### src/rtl/rr_grant_arbiter.sv
// Round-robin grant arbiter for NUM_REQ lanes sharing one multiplier/memory port.
// Issues a registered one-hot grant that is held until it is accepted through a
// valid/ready handshake. The rotating priority pointer is advanced past each
// accepted winner, and a saturating counter tracks accepted grants.
//
// Ports:
//   clk, rst_n    clock and asynchronous active-low reset
//   req           per-lane request; a lane holds it high until its ack
//   grant_onehot  registered one-hot grant; zero whenever grant_valid is low
//   grant_valid   grant_onehot carries a winner
//   grant_ready   downstream accepts the current grant this cycle
//   ack           combinational per-lane accept pulse (grant & valid & ready)
//   grant_cnt     accepted-grant count, saturating at all-ones
//   cnt_clear     synchronous clear of grant_cnt; takes priority over increment
module rr_grant_arbiter #(
  parameter int unsigned NUM_REQ   = 50,
  parameter int unsigned PTR_WIDTH = 6,
  parameter int unsigned CNT_WIDTH = 16
) (
  input  logic                 clk,
  input  logic                 rst_n,
  input  logic [NUM_REQ-1:0]   req,
  output logic [NUM_REQ-1:0]   grant_onehot,
  output logic                 grant_valid,
  input  logic                 grant_ready,
  output logic [NUM_REQ-1:0]   ack,
  output logic [CNT_WIDTH-1:0] grant_cnt,
  input  logic                 cnt_clear
);

  typedef enum logic {
    IDLE  = 1'b0,
    GRANT = 1'b1
  } state_e;

  state_e               state_q, state_d;
  logic [PTR_WIDTH-1:0] ptr_q, ptr_d;
  logic [PTR_WIDTH-1:0] idx_q, idx_d;
  logic [NUM_REQ-1:0]   grant_q, grant_d;
  logic [CNT_WIDTH-1:0] cnt_q, cnt_d;

  logic                 accept;
  logic [PTR_WIDTH-1:0] ptr_after;
  logic [PTR_WIDTH:0]   pick;

  // Returns {found, index} of the first set bit scanning p..NUM_REQ-1, then 0..p-1.
  // The descending loop lets the lowest index win within each half.
  function automatic logic [PTR_WIDTH:0] rr_pick(input logic [NUM_REQ-1:0]   r,
                                                 input logic [PTR_WIDTH-1:0] p);
    logic                 hi_found;
    logic                 lo_found;
    logic [PTR_WIDTH-1:0] hi_win;
    logic [PTR_WIDTH-1:0] lo_win;
    hi_found = 1'b0;
    lo_found = 1'b0;
    hi_win   = '0;
    lo_win   = '0;
    for (int j = NUM_REQ - 1; j >= 0; j--) begin
      if (r[j]) begin
        lo_found = 1'b1;
        lo_win   = PTR_WIDTH'(j);
        if (PTR_WIDTH'(j) >= p) begin
          hi_found = 1'b1;
          hi_win   = PTR_WIDTH'(j);
        end
      end
    end
    return {lo_found, (hi_found ? hi_win : lo_win)};
  endfunction

  assign grant_valid  = (state_q == GRANT);
  assign grant_onehot = grant_q;
  assign grant_cnt    = cnt_q;
  assign accept       = grant_valid & grant_ready;
  assign ack          = grant_q & {NUM_REQ{accept}};

  // Pointer moves to the lane just past the current winner, wrapping at NUM_REQ-1.
  assign ptr_after = (idx_q == PTR_WIDTH'(NUM_REQ - 1)) ? '0 : idx_q + PTR_WIDTH'(1);

  // Next-state: arbitration, back-to-back reload on accept, counter update.
  always_comb begin
    state_d = state_q;
    ptr_d   = ptr_q;
    idx_d   = idx_q;
    grant_d = grant_q;
    cnt_d   = cnt_q;
    pick    = '0;

    case (state_q)
      IDLE: begin
        pick = rr_pick(req, ptr_q);
        if (pick[PTR_WIDTH]) begin
          idx_d   = pick[PTR_WIDTH-1:0];
          grant_d = NUM_REQ'(1) << pick[PTR_WIDTH-1:0];
          state_d = GRANT;
        end
      end
      GRANT: begin
        if (accept) begin
          ptr_d = ptr_after;
          // The served lane is masked so its re-request only counts next cycle.
          pick  = rr_pick(req & ~grant_q, ptr_after);
          if (pick[PTR_WIDTH]) begin
            idx_d   = pick[PTR_WIDTH-1:0];
            grant_d = NUM_REQ'(1) << pick[PTR_WIDTH-1:0];
          end else begin
            grant_d = '0;
            state_d = IDLE;
          end
        end
      end
      default: begin
        grant_d = '0;
        state_d = IDLE;
      end
    endcase

    if (cnt_clear) begin
      cnt_d = '0;
    end else if (accept && (cnt_q != '1)) begin
      cnt_d = cnt_q + CNT_WIDTH'(1);
    end
  end

  // State and output registers.
  always_ff @(posedge clk or negedge rst_n) begin
    if (!rst_n) begin
      state_q <= IDLE;
      ptr_q   <= '0;
      idx_q   <= '0;
      grant_q <= '0;
      cnt_q   <= '0;
    end else begin
      state_q <= state_d;
      ptr_q   <= ptr_d;
      idx_q   <= idx_d;
      grant_q <= grant_d;
      cnt_q   <= cnt_d;
    end
  end

endmodule

### config.mk
export PLATFORM = sky130hd
export DESIGN_NAME = rr_grant_arbiter
export DESIGN_NICKNAME = d
export VERILOG_FILES = /design/src/rtl/rr_grant_arbiter.sv
export SDC_FILE = /design/constraint.sdc
export NUM_CORES = 1
export LEC_CHECK = 0
export CAP_MARGIN = 20
export CORE_ASPECT_RATIO = 1.75
export CORE_MARGIN = 5
export CORE_UTILIZATION = 30
export DETAILED_ROUTE_END_ITERATION = 12
export PLACE_DENSITY = 0.6
export SLEW_MARGIN = 30
export SYNTH_ARGS = -nofsm -noshare
export SYNTH_HDL_FRONTEND = slang
export SYNTH_SLANG_ARGS = --single-unit
export TNS_END_PERCENT = 1
### constraint.sdc
create_clock -name clk -period 5.1 [get_ports clk]
set_input_delay 1.275 -clock clk [delete_from_list [all_inputs] [get_ports clk]]
set_output_delay 1.275 -clock clk [all_outputs]
set_load 0.1 [all_outputs]
==> out/qor.csv <==
stage,metric,value,unit
setup_path,CP max FO,6,
power_and_ir_drop,Clock power frac,10.6,%
logic_synthesis,predominant post-synthesis flop cell,dfrtp_1,
power_and_ir_drop,Internal,3.01,mW
job,# Max-Cap Violations,0,
logic_synthesis,Syn Inst Count,1238,
sta,final-report setup violation count,0,
sta,TNS Setup,0,ns
clock_tree,CTS root buf,clkbuf_16,
sta,FMAX,211,MHz
power_and_ir_drop,Logic pwr share,75.8,%
sta,clock skew,0.0110,ns
place,routability cong.,0.986,
worst_hold_path,hold depth,2,
logic_synthesis,Yosys top cell area share,21.9,%
worst_hold_path,hold_sp,grant_cnt[9],
place,Placement Setup Slack,0.0969,ns
global_route,pin count of the biggest net entering global routing,80,
setup_path,arrival time of the worst setup path,5.03,ns
setup_path,Slowest cell on crit path,o311ai_0,
sta,max-slew violation count,0,
sta,worst slew pin tran,1.01,ns
routing,drt wl/cell,27.9,microns
status,outcome,"complete, no violations",
sta,RSZ-0062 raised after global routing,no,
global_route,gr usage total,30.0,%
setup_path,critical path required time,5.40,ns
finish,nets,1536,
power_and_ir_drop,maximum vdd ir drop,0.000373,V
power_and_ir_drop,pwr dens,567,nW/um^2
routing,Via Count,11701,
logic_synthesis,"area leader, netlist",dfrtp_1,
setup_path,FF-to-FF End,grant_onehot[41],
setup_path,R2R Setup Slk,0.48,ns
clock_tree,number of H-tree levels,3,
die,die area,33800,sq um
die,chip height,239,microns
worst_hold_path,Hold Crit Class,register to register,
sta,setup ws final,0.365,ns
global_route,first-pass GRT wire length,76000,microns
logic_synthesis,syn_area_per_cell,7.28,sq um
power_and_ir_drop,Net Switching,4.20,mW
clock_tree,CTS tree,done,
routing,via/cell ratio,6.26,
power_and_ir_drop,switching part of the total,58.2,%
sta,post-layout min period,4.74,ns
clock_tree,clock buffer count from CTS,9,
routing,post-route ant nets,0,
finish,share of post-route cells with drive strength above 1,16.9,%
sta,fin crit share,92.9,%
clock_tree,post-CTS setup buffers,0,
power_and_ir_drop,P_leak,5.07,nW
routing,final wirelength,52100,microns
logic_synthesis,synth unique cells,98,
logic_synthesis,number of flops mapped to enable cells by yosys,0,
clock_tree,clock sink total,79,
setup_path,WS Path Type,input port to register,
routing,First-pass DRT Iterations,6,
logic_synthesis,share of flip-flops with an asynchronous set or reset,100,%
setup_path,FF-to-FF Start,idx_q[0],
global_route,grt ovf,0,
logic_synthesis,syn_nets,1296,
place,IO Port Bufs,170,
power_and_ir_drop,Flop pwr share,13.6,%
die,Starting Density,30.2,%
setup_path,Startpoint Class,input port,
worst_hold_path,Hold Crit Endpoint,grant_cnt[9],
logic_synthesis,post-synthesis cell area,9020,sq um
clock_tree,Post-CTS Hold Buffers,0,
global_route,initial antenna violation count,0,
setup_path,critical-path cell list,clkdlybuf4s50_1 -> o21ai_0 -> and3_1 -> a2111oi_0 -> a2111oi_0 -> buf_4 -> o311ai_0 -> a211oi_1 -> nor2_1 -> buf_4 -> nand2b_1 -> o31a_1 -> a21bo_1,
setup_path,Reg2Reg Depth,14,
setup_path,max incr delay on CP,0.72,ns
setup_path,Crit. End Element,register,
logic_synthesis,#FFs+latches synth,79,
finish,Filler cells,3142,
clock_tree,Clock Latency Late Sink,0.36,ns
clock_tree,post_cts resized,0,
die,Row Count,84,
sta,slew margin rel.,32.8,%
setup_path,"CP delay by family, top",compound AO/OA/AOI/OAI gates,
routing,drt drc,0,
die,Core Area,29800,sq um
die,die width,141,microns
clock_tree,Clock Path Buffers,2,
routing,initial drt markers,1298,
sta,Hold Slack,0.573,ns
finish,area delta synth->final,41.0,%
place,DP HPWL,43200,microns
logic_synthesis,"top cells by area, synth","dfrtp_1 22%, nand2_1 5.0%, nor2_1 4.5%",
global_route,number of global-route vias before repair,11677,
sta,"Hold Vio Cnt, Final",0,
clock_tree,Worst-path clk slew,0.06,ns
logic_synthesis,sequential area share after synthesis,21.9,%
die,Ports,171,
logic_synthesis,Syn. warnings,0,
setup_path,WP buf/inv,3,
[power groups by stage]
stage	logic [mW]	clock network [mW]	registers (mW)
4_1_cts	5.34	0.773	0.976
6_report	5.46	0.764	0.981
3_5_place_dp	5.32	0	0.988
3_3_place_gp	5.34	0	0.989
2_1_floorplan	2.99	0	1.25
5_1_grt	5.73	0.798	0.983
[per-layer routing]
layer  GRT usage (%)  routed length, microns
met1            32.6                   18000
met2            52.7                   26100
met3            3.08                    2960
met4            23.5                    5090
met5               0                       0
[worst max-delay path by stage]
stage	end	cells after the start	startpoint	slack, ns
final	grant_onehot[25]	13	req[44]	0.36
after floorplan	ack[17]	4	grant_valid	0.91
after global placement	grant_onehot[25]	11	req[20]	0.02
after global routing	grant_onehot[25]	11	req[20]	0.21
after detailed placement	grant_onehot[25]	13	req[44]	0.1
after CTS	grant_onehot[25]	13	req[44]	0.42
[sequential cells by signal, summed over array words and instances, names as in the netlist]
| name | flops |
|---|---|
| grant_valid | 1 |
| ptr_q | 6 |
| grant_onehot | 50 |
| idx_q | 6 |
| grant_cnt | 16 |
[tightest hold or removal path, stage by stage, from the launching register on]
cell     delay [ns]
dfrtp_1        0.38
xor2_1         0.08
nor2_1         0.07
[cells in the mapped netlist, types with 10 or more instances]
| library cell | n |
|---|---|
| a211oi_1 | 13 |
| a21boi_0 | 11 |
| a21o_1 | 16 |
| a21oi_1 | 75 |
| a221o_1 | 13 |
| a311oi_1 | 10 |
| a31oi_1 | 16 |
| and2_1 | 15 |
| and3_1 | 57 |
| clkbuf_1 | 42 |
| dfrtp_1 | 79 |
| inv_1 | 34 |
| nand2_1 | 120 |
| nand2b_1 | 51 |
| nand3_1 | 52 |
| nand4_1 | 17 |
| nor2_1 | 107 |
| nor2b_1 | 42 |
| nor3_1 | 38 |
| nor4_1 | 30 |
| o211ai_1 | 13 |
| o21a_1 | 16 |
| o21ai_0 | 77 |
| o21ai_1 | 12 |
| o221ai_1 | 42 |
| o22ai_1 | 10 |
| o31ai_1 | 18 |
| or2_2 | 13 |
| xor2_1 | 13 |
[final cells by class]
type	instances	area [sq um]	area share [%]
Sequential cell	79	1980	15.6
Clock inverter	6	116	0.915
Antenna cell	1	2.50	0.0197
Multi-Input combinational cell	1067	6670	52.4
Inverter	34	128	1.00
Timing Repair Buffer	287	3110	24.5
Clock buffer	9	225	1.77
Tap cell	387	484	3.81
[cell families after synthesis]
group	share of synthesized area, %
mux	0.791
xor+xnor	1.85
buf+inv	4.25
compound gates	35.1
fa+ha+maj	0.555
flops	21.9
simple gates	35.5
[placed cells by master (no fill, tap or decap), types with 18 or more instances in the layout]
cell type          n
a21oi_1           75
and3_1            57
buf_12            53
buf_4            114
clkdlybuf4s50_1  118
dfrtp_1           79
inv_1             34
nand2_1          120
nand2b_1          51
nand3_1           52
nor2_1           106
nor2b_1           42
nor3_1            38
nor4_1            30
o21ai_0           77
o221ai_1          42
o31ai_1           18
[through the flow]
step | utilization (%) | std cells | power, mW | cell area, sq um
6_report | 42.6 | 1870 | 7.21 | 12700
5_1_grt | 42.6 | 1869 | 7.51 | 12700
4_1_cts | 42.6 | 1869 | 7.09 | 12700
3_5_place_dp | 41.5 | 1854 | 6.31 | 12400
3_3_place_gp | 41.4 | 1854 | 6.33 | 12400
2_1_floorplan | - | 1238 | 4.24 | 9020
Note: power is estimated with default switching activity, not from simulation.
